**config.mk**
```make
export PLATFORM = sky130hd
export DESIGN_NAME = mem_access
export DESIGN_NICKNAME = d
export VERILOG_FILES = /design/src/rtl/mem_access.sv
export SDC_FILE = /design/constraint.sdc
export NUM_CORES = 1
export LEC_CHECK = 0
export BUFFER_PORTS_ARGS = -buffer_cell sky130_fd_sc_hd__buf_2
export CORE_MARGIN = 2
export CORE_UTILIZATION = 41
export CTS_CLUSTER_DIAMETER = 50
export DETAILED_ROUTE_END_ITERATION = 7
export MAX_ROUTING_LAYER = met4
export PLACE_DENSITY_LB_ADDON = 0.1
export SYNTH_ARGS = -nofsm -noshare
export SYNTH_HDL_FRONTEND = slang
export SYNTH_SLANG_ARGS = --single-unit
```
**constraint.sdc**
```tcl
create_clock -name clk -period 3.85 [get_ports clk]
set_input_delay 0.5775 -clock clk [delete_from_list [all_inputs] [get_ports clk]]
set_output_delay 0.5775 -clock clk [all_outputs]
set_load 0.1 [all_outputs]
```
**src/rtl/mem_access.sv**
```systemverilog
// mem_access -- memory-stage access unit.
//
// Sits directly after the EX/MEM register. Takes the ALU result as a byte
// address plus the forwarded store data, issues one request/acknowledge
// transaction on the data-memory port and returns aligned, extended load
// data to writeback. The pipeline is frozen with stall_m while the access
// is in flight.
//
// Ports
//   clk, rst        : clock, synchronous active-high reset
//   valid_m         : a valid instruction is in MEM
//   mem_read_m      : instruction is a load
//   mem_write_m     : instruction is a store (wins when both are set)
//   funct3_m        : access size [1:0] and unsigned-load flag [2]
//   alu_result_m    : byte address
//   write_data_m    : store data
//   dmem_rdata      : memory read word
//   dmem_ack        : one-cycle completion pulse from memory
//   dmem_req        : request valid
//   dmem_we         : request is a write
//   dmem_addr       : word-aligned request address
//   dmem_wdata      : store data replicated across byte lanes
//   dmem_be         : byte enables
//   read_data_m     : formatted load data, nonzero only in the DONE cycle
//   stall_m         : freeze IF/ID/EX/MEM pipeline registers
//   misalign_m      : misaligned-access flag
//
// Configuration
//   MISALIGN_TRAP_EN : when defined, misaligned halfword/word accesses are
//                      flagged on misalign_m and issue no request. When not
//                      defined, low address bits below the access size are
//                      ignored and misalign_m is tied low.
//
// Byte-lane logic assumes D_WIDTH = 32.

module mem_access #(
  parameter int D_WIDTH = 32
) (
  input  logic               clk,
  input  logic               rst,
  input  logic               valid_m,
  input  logic               mem_read_m,
  input  logic               mem_write_m,
  input  logic [2:0]         funct3_m,
  input  logic [D_WIDTH-1:0] alu_result_m,
  input  logic [D_WIDTH-1:0] write_data_m,
  input  logic [D_WIDTH-1:0] dmem_rdata,
  input  logic               dmem_ack,
  output logic               dmem_req,
  output logic               dmem_we,
  output logic [D_WIDTH-1:0] dmem_addr,
  output logic [D_WIDTH-1:0] dmem_wdata,
  output logic [3:0]         dmem_be,
  output logic [D_WIDTH-1:0] read_data_m,
  output logic               stall_m,
  output logic               misalign_m
);

  localparam logic [1:0] S_IDLE = 2'd0;
  localparam logic [1:0] S_BUSY = 2'd1;
  localparam logic [1:0] S_DONE = 2'd2;

  logic [1:0]         r_state;
  logic [D_WIDTH-1:0] r_addr;
  logic [1:0]         r_addrLow;
  logic [D_WIDTH-1:0] r_wdata;
  logic [3:0]         r_be;
  logic               r_we;
  logic [2:0]         r_funct3;
  logic [D_WIDTH-1:0] r_rdata;

  logic               w_memOp;
  logic               w_trap;
  logic               w_start;
  logic [3:0]         w_beMask;
  logic [D_WIDTH-1:0] w_wdataRep;
  logic [7:0]         w_byte;
  logic [15:0]        w_half;
  logic [D_WIDTH-1:0] w_loadData;

  assign w_memOp = valid_m & (mem_read_m | mem_write_m);

`ifdef MISALIGN_TRAP_EN
  logic w_misaligned;
  assign w_misaligned = ((funct3_m[1:0] == 2'b01) && alu_result_m[0]) ||
                        (funct3_m[1] && (alu_result_m[1:0] != 2'b00));
  assign w_trap = w_memOp & w_misaligned;
`else
  assign w_trap = 1'b0;
`endif

  assign w_start = w_memOp & ~w_trap;

  // Lane mask and lane-replicated store data for the incoming instruction.
  // Halfword lanes look only at addr[1], so an odd halfword address lands on
  // the aligned halfword when trapping is disabled.
  always_comb begin
    w_beMask   = 4'b1111;
    w_wdataRep = write_data_m;
    case (funct3_m[1:0])
      2'b00: begin
        w_beMask   = 4'b0001 << alu_result_m[1:0];
        w_wdataRep = {4{write_data_m[7:0]}};
      end
      2'b01: begin
        w_beMask   = alu_result_m[1] ? 4'b1100 : 4'b0011;
        w_wdataRep = {2{write_data_m[15:0]}};
      end
      default: begin
        w_beMask   = 4'b1111;
        w_wdataRep = write_data_m;
      end
    endcase
  end

  // Pick the addressed byte/halfword out of the captured memory word and
  // extend it according to the registered funct3.
  always_comb begin
    w_byte     = r_rdata[7:0];
    w_half     = r_rdata[15:0];
    w_loadData = r_rdata;
    case (r_addrLow)
      2'd0: w_byte = r_rdata[7:0];
      2'd1: w_byte = r_rdata[15:8];
      2'd2: w_byte = r_rdata[23:16];
      default: w_byte = r_rdata[31:24];
    endcase
    w_half = r_addrLow[1] ? r_rdata[31:16] : r_rdata[15:0];
    case (r_funct3)
      3'b000: w_loadData = {{(D_WIDTH-8){w_byte[7]}}, w_byte};
      3'b001: w_loadData = {{(D_WIDTH-16){w_half[15]}}, w_half};
      3'b100: w_loadData = {{(D_WIDTH-8){1'b0}}, w_byte};
      3'b101: w_loadData = {{(D_WIDTH-16){1'b0}}, w_half};
      default: w_loadData = r_rdata;
    endcase
  end

  // Transaction FSM. Request fields are captured once in IDLE so they stay
  // stable for the whole BUSY phase regardless of what the pipeline does.
  always_ff @(posedge clk) begin
    if (rst) begin
      r_state   <= S_IDLE;
      r_addr    <= '0;
      r_addrLow <= 2'b00;
      r_wdata   <= '0;
      r_be      <= 4'b0000;
      r_we      <= 1'b0;
      r_funct3  <= 3'b000;
      r_rdata   <= '0;
    end else begin
      case (r_state)
        S_IDLE: begin
          if (w_start) begin
            r_addr    <= {alu_result_m[D_WIDTH-1:2], 2'b00};
            r_addrLow <= alu_result_m[1:0];
            r_wdata   <= w_wdataRep;
            r_be      <= w_beMask;
            r_we      <= mem_write_m;
            r_funct3  <= funct3_m;
            r_state   <= S_BUSY;
          end
        end
        S_BUSY: begin
          if (dmem_ack) begin
            r_rdata <= dmem_rdata;
            r_state <= S_DONE;
          end
        end
        default: r_state <= S_IDLE;
      endcase
    end
  end

  assign dmem_req    = (r_state == S_BUSY);
  assign dmem_we     = r_we;
  assign dmem_addr   = r_addr;
  assign dmem_wdata  = r_wdata;
  assign dmem_be     = r_be;
  assign stall_m     = ((r_state == S_IDLE) & w_start) | (r_state == S_BUSY);
  assign misalign_m  = (r_state == S_IDLE) & w_trap;
  assign read_data_m = ((r_state == S_DONE) && !r_we) ? w_loadData : '0;

endmodule

```
==> results of run 1 <==
-- metrics by stage --
step	TNS (ns)	instance area, um^2
3_5_place_dp	0	5630
6_report	0	5930
5_1_grt	0	5930
4_1_cts	0	5930
2_1_floorplan	-4.73	4640
3_3_place_gp	0	5630
-- logic make-up after synthesis --
| kind of cell | Yosys count |
|---|---|
| AOI/OAI and AO/OA | 154 |
| buffers and inverters | 63 |
| DFF | 106 |
| muxes | 19 |
| other | 1 |
| and+or+nand+nor | 281 |
-- flip-flops by register name, indices dropped and copies added, names as in the netlist --
register	count
dmem_addr	30
dmem_be	4
dmem_wdata	32
dmem_we	1
r_addrLow	2
r_funct3	3
r_rdata	32
r_state	2
-- worst max-delay path: cells and delay by family, from the launching register on --
kind            cells  cell delay, ns
simple gates        2            0.29
buf+inv             1            0.33
compound gates      1            0.51
mux                 1            0.42
flops               1            0.70
-- path summary, 6_finish.rpt --
check | slack, ns | cells after the start | endpoint
worst max-delay path | 0.67 | 5 | read_data_m[26]
worst min-delay path | 0.45 | 2 | dmem_addr[4]$_SDFFE_PP0P_
worst max register to register | 1.91 | 3 | dmem_be[2]$_SDFFE_PP0P_
worst min register to register | 0.45 | 2 | dmem_addr[4]$_SDFFE_PP0P_
-- area by class of cell --
type	instances	area [um^2]
Timing Repair Buffer	206	1040
Tap cell	140	175
Clock inverter	2	35.0
Fill cell	1121	5000
Multi-Input combinational cell	457	2240
Clock buffer	13	270
Sequential cell	106	2120
Inverter	13	48.8
-- cell usage in the layout, fill, tap and decap left out, types with 9 or more instances in the layout --
master     instances
nand2_1          224
buf_2            204
dfxtp_1          106
a21oi_1           88
nor2_1            31
mux2i_1           18
o21ai_0           17
inv_1             12
a211oi_1          11
nor3_1            10
a311oi_1          10
clkbuf_16          9
-- power by group through the flow --
stage	Sequential [mW]	Combinational [mW]	Clock (mW)
2_1_floorplan	1.58	0.236	0
3_3_place_gp	1.23	0.732	0
3_5_place_dp	1.23	0.739	0
4_1_cts	1.21	0.741	0.972
5_1_grt	1.21	0.782	1.02
6_report	1.21	0.739	0.939
-- routing by layer --
layer	part of all wire [%]	global-route usage (%)	wire length, um	up-vias
li1	-	-	-	2422
met1	47	29.9	6220	2142
met2	44	34.0	5930	175
met3	6.6	4.29	889	26
met4	2.5	9.73	330	0
met5	0	-	0	-
-- cell usage after synthesis, types with 2 or more instances --
| master | number |
|---|---|
| a211oi_1 | 11 |
| a21oi_1 | 88 |
| a221oi_1 | 8 |
| a311oi_1 | 10 |
| and2_1 | 2 |
| buf_2 | 14 |
| buf_4 | 4 |
| clkbuf_1 | 30 |
| dfxtp_1 | 106 |
| inv_1 | 12 |
| mux2i_1 | 18 |
| nand2_1 | 224 |
| nand2b_1 | 5 |
| nor2_1 | 31 |
| nor3_1 | 10 |
| nor3_2 | 2 |
| o211ai_1 | 8 |
| o21ai_0 | 17 |
| o22ai_1 | 7 |
==> flow_metrics.env, run 1 <==
export IMPL_core_region_area_um2=10900
export IMPL_final_min_period_over_clock_period_pct=82.6
export IMPL_fin_nets=898
export IMPL_fin_cells=937
export IMPL_gr_usage_all_layers_pct=22.7
export IMPL_drt_pre_antenna_iters=4
export IMPL_hold_path_class="flip-flop to flip-flop"
export IMPL_synth_simple_area_share_pct=24.2
export IMPL_antenna_found_initial=0
export IMPL_design_die_area_um2=12200
export IMPL_clock_path_buffers=2
export IMPL_report_final_setup_viol=0
export IMPL_dominantRegCellSynth="dfxtp_1"
export IMPL_critical_path_endpoint_type="output pin"
export IMPL_worstPathMaxFanout=22
export IMPL_number_of_h_tree_branching_levels=3
export IMPL_regToRegStartpoint="r_state[1]$_SDFFE_PP0P_"
export IMPL_critPathMaxStageDelay_ns=0.70
export IMPL_synth_seq_cells=106
export IMPL_worstSetupPathType="flip-flop to output pin"
export IMPL_cts_sinks=106
export IMPL_die_width_um=110
export IMPL_fin_total_pwr_mw=2.88
export IMPL_ctsRootBufferMaster="clkbuf_16"
export IMPL_globalRoute_totalOverflow=0
export IMPL_critPathLaunchType="flip-flop"
export IMPL_final_antenna_net_count=0
export IMPL_cts_clk_slew_worst_paths_ns=0.06
export IMPL_final_hold_worst_slack_ns=0.453
export IMPL_syn_mean_instance_area_um2=7.42
export IMPL_synth_area_mux_share_pct=4.14
export IMPL_vias=4765
export IMPL_hold_viol_final=0
export IMPL_drv_cap=0
export IMPL_critPathLaunch="r_addrLow[1]$_SDFFE_PP0P_"
export IMPL_outcome="completed"
export IMPL_timing_critical_path_cells="mux2_2 > and2_1 > o21ai_2 > nand2_1 > buf_2"
export IMPL_grt_start_max_net_pins=107
export IMPL_detail_route_iter0_violations=297
export IMPL_grt_setup_unrepaired="false"
export IMPL_synth_area_leader_cell="dfxtp_1"
export IMPL_fp_row_count=38
export IMPL_slowest_stage="dfxtp_1"
export IMPL_fmax_ghz=0.314
export IMPL_power_leakage_nw=2.71
export IMPL_synthesis_area_um2=4630
export IMPL_dp_cells=922
export IMPL_route_detailed_drc=0
export IMPL_synth_compound_area_share_pct=19.7
export IMPL_post_cts_repair_setup_buffers=0
export IMPL_final_core_occ_pct=54.2
export IMPL_worst_slew_margin_rel_pct=25.5
export IMPL_viasPerCell=5.09
export IMPL_synth_sequential_area_ratio_pct=45.9
export IMPL_switchingPower_mw=1.02
export IMPL_p_per_area_nw_per_um2=486
export IMPL_cts_inserted_buffers=9
export IMPL_slew_viol_final=0
export IMPL_internal_power_mw=1.86
export IMPL_power_clock_fraction_pct=32.6
export IMPL_cts_resized=0
export IMPL_cp_required_ns=3.27
export IMPL_synth_edf_count=0
export IMPL_port_buffers=205
export IMPL_place_gp_congestion=0.951
export IMPL_critPathArrivalTime_ns=2.60
export IMPL_synth_top_family_by_area="simple AND/OR/NAND/NOR gates"
export IMPL_grt_pass1_wl_um=21000
export IMPL_die_y_um=110
export IMPL_fin_crit_ns=3.18
export IMPL_floorplan_initialDensity_pct=42.3
export IMPL_seqPwrFrac_pct=41.8
export IMPL_pre_cts_ws_ns=1.05
export IMPL_route_detailed_wl_per_inst_um=14.3
export IMPL_power_switching_fraction_pct=35.5
export IMPL_synth_async_sr_flop_share_pct=0
export IMPL_synth_warning_count=0
export IMPL_clock_tree_from_tritoncts="built"
export IMPL_synth_fa_ha_area_share_pct=0
export IMPL_synthCells=624
export IMPL_post_route_cells_drive_above_1_share_pct=28.7
export IMPL_post_synth_xor_area_fraction_pct=0
export IMPL_cts_hold_buf=0
export IMPL_io_pin_count=209
export IMPL_vias_in_the_first_global_route=4430
export IMPL_layout_setup_ws_ns=0.669
export IMPL_portion_of_synthesized_cell_area_occupied_by_the_leading_cell_type_pct=45.9
export IMPL_worst_pin_slew_ns=1.12
export IMPL_synth_lib_cells_used_distinct=36
export IMPL_ir_worst_vdd_uv=281
export IMPL_hold_path_startpoint="dmem_addr[4]$_SDFFE_PP0P_"
export IMPL_antenna_cells=0
export IMPL_comb_power_share_pct=25.6
export IMPL_hpwlAfterDp_um=9380
export IMPL_wl_um=13400
export IMPL_clkLatencyLatePin_ns=0.34
export IMPL_synthTopCellsByArea="dfxtp_1 (46%), nand2_1 (18%), a21oi_1 (9.5%), mux2i_1 (3.9%), nor2_1 (2.5%)"
export IMPL_layout_overhead_on_the_synthesized_area_pct=28.2
export IMPL_clock_skew_ns=0.00634
Power figures use the tool's default switching activity.
==> run 2: changes to the inputs <==
--- a/config.mk
+++ b/config.mk
@@ -5,6 +5,7 @@
 export SDC_FILE = /design/constraint.sdc
 export NUM_CORES = 1
 export LEC_CHECK = 0
+export ABC_AREA = 1
 export BUFFER_PORTS_ARGS = -buffer_cell sky130_fd_sc_hd__buf_2
 export CORE_MARGIN = 2
 export CORE_UTILIZATION = 41
==> constraint.sdc (replaced) <==
create_clock -name clk -period 2.95 [get_ports clk]
set_input_delay 0.4425 -clock clk [delete_from_list [all_inputs] [get_ports clk]]
set_output_delay 0.4425 -clock clk [all_outputs]
set_load 0.1 [all_outputs]
==> run 2 against run 1 <==
Compared with the run above:
- clock-buffer cell count decreased by 4
- synthesized cell count increased by 9.9%
- via count increased by 6.3%
- power increased by 35%
- die area increased by 3.7%
- critical path type unchanged
- highest routed layer unchanged
==> flow_metrics.env, run 2 <==
export IMPL_outcome="completed"
export IMPL_synth_lib_cells_used_distinct=30
export IMPL_core_region_area_um2=11400
export IMPL_worstSetupPathType="flip-flop to output pin"
export IMPL_post_cts_repair_setup_buffers=0
export IMPL_synthCells=686
export IMPL_synth_area_leader_cell="dfxtp_1"
export IMPL_antenna_cells=0
export IMPL_layout_overhead_on_the_synthesized_area_pct=31.8
export IMPL_syn_mean_instance_area_um2=7.01
export IMPL_floorplan_initialDensity_pct=42.1
export IMPL_post_route_cells_drive_above_1_share_pct=32.1
export IMPL_synth_edf_count=0
export IMPL_power_clock_fraction_pct=34.4
export IMPL_cts_hold_buf=0
export IMPL_most_common_layout_cells="nand2_1 (207), buf_2 (197), dfxtp_1 (105)"
export IMPL_clock_skew_ns=0.00454
export IMPL_drt_pre_antenna_iters=5
export IMPL_ctsRootBufferMaster="clkbuf_16"
export IMPL_clock_path_buffers=2
export IMPL_detail_route_iter0_violations=337
export IMPL_synth_seq_cells=106
export IMPL_report_final_setup_viol=0
export IMPL_fp_row_count=39
export IMPL_final_hold_worst_slack_ns=0.327
export IMPL_globalRoute_totalOverflow=0
export IMPL_switchingPower_mw=1.43
export IMPL_fin_total_pwr_mw=3.91
export IMPL_power_switching_fraction_pct=36.6
export IMPL_internal_power_mw=2.48
export IMPL_port_buffers=205
export IMPL_fin_nets=963
export IMPL_vias=5064
export IMPL_synth_async_sr_flop_share_pct=0
export IMPL_power_leakage_nw=2.89
export IMPL_synthTopCellsByArea="dfxtp_1 (44%), nand2_1 (16%), a21oi_1 (11%), nand3_1 (3.7%), nor2_1 (3.6%)"
export IMPL_synth_sequential_area_ratio_pct=44.1
export IMPL_clock_tree_from_tritoncts="built"
export IMPL_ir_worst_vdd_uv=393
export IMPL_drv_cap=0
export IMPL_cts_sinks=106
export IMPL_pre_cts_ws_ns=0.548
export IMPL_dp_cells=990
export IMPL_clkLatencyLatePin_ns=0.35
export IMPL_synth_warning_count=0
export IMPL_worst_pin_slew_ns=0.761
export IMPL_cts_clk_slew_worst_paths_ns=0.08
export IMPL_design_die_area_um2=12600
export IMPL_hold_path_class="primary input to flip-flop"
export IMPL_slew_viol_final=0
export IMPL_route_detailed_wl_per_inst_um=14.0
export IMPL_cp_required_ns=2.51
export IMPL_place_gp_congestion=0.898
export IMPL_hpwlAfterDp_um=10200
export IMPL_wl_um=14100
export IMPL_final_min_period_over_clock_period_pct=90.6
export IMPL_worstPathMaxFanout=16
export IMPL_worst_slew_margin_rel_pct=49.1
export IMPL_die_width_um=112
export IMPL_layout_setup_ws_ns=0.278
export IMPL_mostFrequentLayoutCell="nand2_1"
export IMPL_grt_pass1_wl_um=22800
export IMPL_fmax_ghz=0.374
export IMPL_layout_filler_cells=1142
export IMPL_synth_commonest_cells="nand2_1 (207), a21oi_1 (109), dfxtp_1 (106)"
export IMPL_viasPerCell=5.03
export IMPL_comb_power_share_pct=25.5
export IMPL_fin_crit_ns=2.67
export IMPL_gr_usage_all_layers_pct=22.8
export IMPL_hold_viol_final=0
export IMPL_route_detailed_drc=0
export IMPL_io_pin_count=209
export IMPL_die_y_um=112
export IMPL_critPathLaunchType="flip-flop"
export IMPL_vias_in_the_first_global_route=4735
export IMPL_seqPwrFrac_pct=40.1
export IMPL_critical_path_endpoint_type="output pin"
export IMPL_fin_cells=1006
export IMPL_grt_setup_unrepaired="false"
export IMPL_dominantRegCellSynth="dfxtp_1"
export IMPL_setup_total_negative_slack_ns=0
export IMPL_synthesis_area_um2=4810
export IMPL_grt_start_max_net_pins=62
export IMPL_p_per_area_nw_per_um2=617
export IMPL_yosysMostFrequentCell="nand2_1"
export IMPL_critPathArrivalTime_ns=2.23
export IMPL_antenna_found_initial=0
export IMPL_cts_inserted_buffers=9
export IMPL_final_antenna_net_count=0
export IMPL_portion_of_synthesized_cell_area_occupied_by_the_leading_cell_type_pct=44.1
export IMPL_number_of_h_tree_branching_levels=3
[run 2: cell count changes in the layout (fill, tap and decap cells not counted), moves of 8 or more]
| cell | change |
|---|---|
| a21oi_1 | +13 |
| a21oi_2 | +9 |
| a221oi_1 | -8 |
| a311oi_1 | -10 |
| buf_12 | +8 |
| inv_1 | +11 |
| mux2i_1 | -18 |
| nand2_1 | -17 |
| nand3_1 | +35 |
| nor2_1 | +15 |
| nor2_2 | +10 |
| o21ai_0 | +16 |
[run 2: per-stage QoR]
step                      util, %  cell area, um^2
after global routing         55.5             6330
after detailed placement     52.6             6000
after global placement       52.6             6000
after CTS                    55.5             6330
after floorplan                 -             4890
final                        55.5             6330
[run 2: cells by family after synthesis]
| family | count (synthesis) | synth area share, % |
|---|---|---|
| compound gates | 167 | 18.7 |
| buf+inv | 80 | 7.65 |
| flops | 106 | 44.1 |
| other cells | 1 | 0.0780 |
| simple gates | 332 | 29.4 |
[run 2: layout make-up]
class	count	area [um^2]	area share [%]
inverters	26	97.6	1.54
clock inverters	7	106	1.68
well taps	143	179	2.82
flip-flops and latches	106	2120	33.5
repair buffers	213	1210	19.0
clock buffers	9	225	3.56
multi-input cells	502	2400	37.8
[run 2: worst paths after layout]
check	slack, ns	from	to	depth (start not counted)
max reg2reg	0.91	r_state[1]$_SDFFE_PP0P_	dmem_wdata[27]$_SDFFE_PP0P_	6
max	0.28	r_funct3[1]$_SDFFE_PP0P_	read_data_m[20]	7
min reg2reg	0.46	dmem_wdata[4]$_SDFFE_PP0P_	dmem_wdata[4]$_SDFFE_PP0P_	2
min	0.33	funct3_m[2]	r_funct3[2]$_SDFFE_PP0P_	3
[run 2: power groups by stage]
stage                     clock [mW]  combinational [mW]  sequential [mW]
after CTS                       1.38                1.00             1.57
after global placement             0               0.991             1.60
after detailed placement           0                1.00             1.60
after global routing            1.43                1.06             1.58
final                           1.35               0.995             1.57
after floorplan                    0               0.379             2.01
[run 2: worst max-delay path, stage by stage (launching register included)]
cell and delay [ns]:
dfxtp_1 0.41, buf_4 0.22, nor3_2 0.20, nand3_4 0.19
nand2_2 0.13, nand2_4 0.15, nor2_1 0.14, buf_2 0.43
[run 2: metal layers]
metal / part of all wire [%] / GRT usage [%]
met2: 48 / 35.9
met4: 1.9 / 8.46
met1: 44 / 29.1
met5: 0 / -
met3: 6.0 / 4.54
[run 2: what timing repair did]
action | 4_1_cts | 5_1_grt
resized for setup | 0 | 1
setup endpoints to repair | 0 | 6
hold endpoints to repair | 0 | 0
==> run 3: changes to the inputs <==
--- a/config.mk
+++ b/config.mk
@@ -6,11 +6,11 @@
 export NUM_CORES = 1
 export LEC_CHECK = 0
 export ABC_AREA = 1
-export BUFFER_PORTS_ARGS = -buffer_cell sky130_fd_sc_hd__buf_2
 export CORE_MARGIN = 2
 export CORE_UTILIZATION = 41
 export CTS_CLUSTER_DIAMETER = 50
 export DETAILED_ROUTE_END_ITERATION = 7
+export DONT_BUFFER_PORTS = 1
 export MAX_ROUTING_LAYER = met4
 export PLACE_DENSITY_LB_ADDON = 0.1
 export SYNTH_ARGS = -nofsm -noshare
==> run 3 against run 2 <==
Compared with the run above:
- critical path depth is the same
- maximum frequency grew 2.1%
- register-to-register slack gained 0.27 ns
- critical path type unchanged
- critical endpoint is now read_data_m[17]
- largest cell class unchanged
- highest routed layer unchanged
==> flow_metrics.env, run 3 (synthesis gave the netlist of run 2 again) <==
export IMPL_grt_pass1_wl_um=21800
export IMPL_fin_nets=792
export IMPL_port_buffers=0
export IMPL_die_y_um=112
export IMPL_clock_tree_from_tritoncts="built"
export IMPL_place_gp_congestion=0.861
export IMPL_critPathMaxStageDelay_ns=0.58
export IMPL_worst_slew_margin_rel_pct=31.9
export IMPL_worstPathBufferInverterCount=2
export IMPL_clock_path_buffers=2
export IMPL_hold_path_class="primary input to flip-flop"
export IMPL_vias_in_the_first_global_route=4351
export IMPL_ctsRootBufferMaster="clkbuf_16"
export IMPL_antenna_cells=0
export IMPL_io_pin_count=209
export IMPL_slew_viol_final=0
export IMPL_clock_skew_ns=0.00486
export IMPL_fmax_ghz=0.382
export IMPL_timing_critical_path_cells="inv_1 > nand3_1 > nand3_4 > nand2_2 > nand2_4 > nor2_2 > buf_4"
export IMPL_critPathLaunchType="flip-flop"
export IMPL_drv_cap=0
export IMPL_final_antenna_net_count=0
export IMPL_layout_setup_ws_ns=0.334
export IMPL_setup_total_negative_slack_ns=0
export IMPL_antenna_found_initial=0
export IMPL_ir_worst_vdd_uv=407
export IMPL_cp_required_ns=2.51
export IMPL_top_family_by_delay_on_critical_path="simple AND/OR/NAND/NOR gates"
export IMPL_hold_viol_final=0
export IMPL_cts_hold_buf=0
export IMPL_die_width_um=112
export IMPL_post_route_cells_drive_above_1_share_pct=15.9
export IMPL_clkLatencyLatePin_ns=0.35
export IMPL_floorplan_initialDensity_pct=42.1
export IMPL_cts_clk_slew_worst_paths_ns=0.07
export IMPL_route_detailed_drc=0
export IMPL_fp_row_count=39
export IMPL_grt_setup_unrepaired="false"
export IMPL_design_die_area_um2=12600
export IMPL_detailed_place_area_um2=5260
export IMPL_globalRoute_totalOverflow=0
export IMPL_most_common_layout_cells="nand2_1 (207), dfxtp_1 (106), a21oi_1 (101)"
export IMPL_layout_overhead_on_the_synthesized_area_pct=16.1
export IMPL_gr_usage_all_layers_pct=21.8
export IMPL_critical_path_endpoint_type="output pin"
export IMPL_outcome="completed"
export IMPL_fin_total_pwr_mw=3.72
export IMPL_fin_crit_ns=2.62
export IMPL_wl_um=13500
export IMPL_layout_filler_cells=1167
export IMPL_post_cts_repair_setup_buffers=0
export IMPL_cts_inserted_buffers=9
export IMPL_cts_sinks=106
export IMPL_hpwlAfterDp_um=9620
export IMPL_power_leakage_nw=2.11
export IMPL_drt_pre_antenna_iters=4
export IMPL_worstPathMaxFanout=16
export IMPL_mostFrequentLayoutCell="nand2_1"
export IMPL_critPathArrivalTime_ns=2.17
export IMPL_final_hold_worst_slack_ns=0.153
export IMPL_pre_cts_ws_ns=0.702
export IMPL_final_cell_area_um2=5580
export IMPL_final_min_period_over_clock_period_pct=88.7
export IMPL_vias=4513
export IMPL_cts_resized=0
export IMPL_p_per_area_nw_per_um2=667
export IMPL_number_of_h_tree_branching_levels=3
export IMPL_detail_route_iter0_violations=327
export IMPL_core_region_area_um2=11400
export IMPL_slowest_stage="dfxtp_1"
export IMPL_worstSetupPathType="flip-flop to output pin"
export IMPL_worst_pin_slew_ns=1.02
export IMPL_viasPerCell=5.40
export IMPL_route_detailed_wl_per_inst_um=16.2
export IMPL_grt_start_max_net_pins=107
export IMPL_report_final_setup_viol=0
## run 3: cell count changes in the layout (fill, tap and decap cells not counted), moves of 2 or more
cell    previous run  this run
nor3_4             1         7
nor3_2             7         1
buf_2            197         0
nor2_2            10        15
nor2_1            46        40
inv_6              3         1
buf_4              8        35
## run 3: area by class of cell
class	instances	area [um^2]	area share, %
Timing Repair Buffer	42	403	7.22
Multi-Input combinational cell	502	2450	43.9
Inverter	26	97.6	1.75
Tap cell	143	179	3.20
Clock inverter	5	85.1	1.52
Clock buffer	11	243	4.35
Sequential cell	106	2120	38.0
## run 3: worst paths after layout
| check | start | endpoint | slack [ns] | cells past startpoint |
|---|---|---|---|---|
| max reg2reg | r_state[1]$_SDFFE_PP0P_ | dmem_addr[16]$_SDFFE_PP0P_ | 1.18 | 6 |
| min | rst | dmem_wdata[26]$_SDFFE_PP0P_ | 0.15 | 1 |
| max | r_addrLow[1]$_SDFFE_PP0P_ | read_data_m[17] | 0.33 | 7 |
| min reg2reg | r_rdata[2]$_SDFFE_PP0P_ | r_rdata[2]$_SDFFE_PP0P_ | 0.46 | 2 |
## run 3: routing by layer
metal | track usage, % | routed length [um] | vias up
met2 | 34.9 | 6550 | 172
met1 | 27.7 | 5760 | 2080
li1 | - | - | 2246
met4 | 6.83 | 178 | 0
met3 | 4.75 | 1020 | 15
met5 | - | 0 | -
## run 3: stage by stage
stage / instances / utilization (%)
floorplan: 688 / -
global placement: 819 / 46.0
detailed placement: 819 / 46.0
CTS: 835 / 48.9
global route: 835 / 48.9
finish: 835 / 48.9
## run 3: power breakdown
group | leakage [nW] | internal, mW | switching (mW) | total, mW
clock | 0.156 | 0.772 | 0.538 | 1.31
sequential | 0.866 | 1.51 | 0.481 | 1.99
combinational | 1.09 | 0.123 | 0.298 | 0.421
total | 2.11 | 2.41 | 1.32 | 3.72
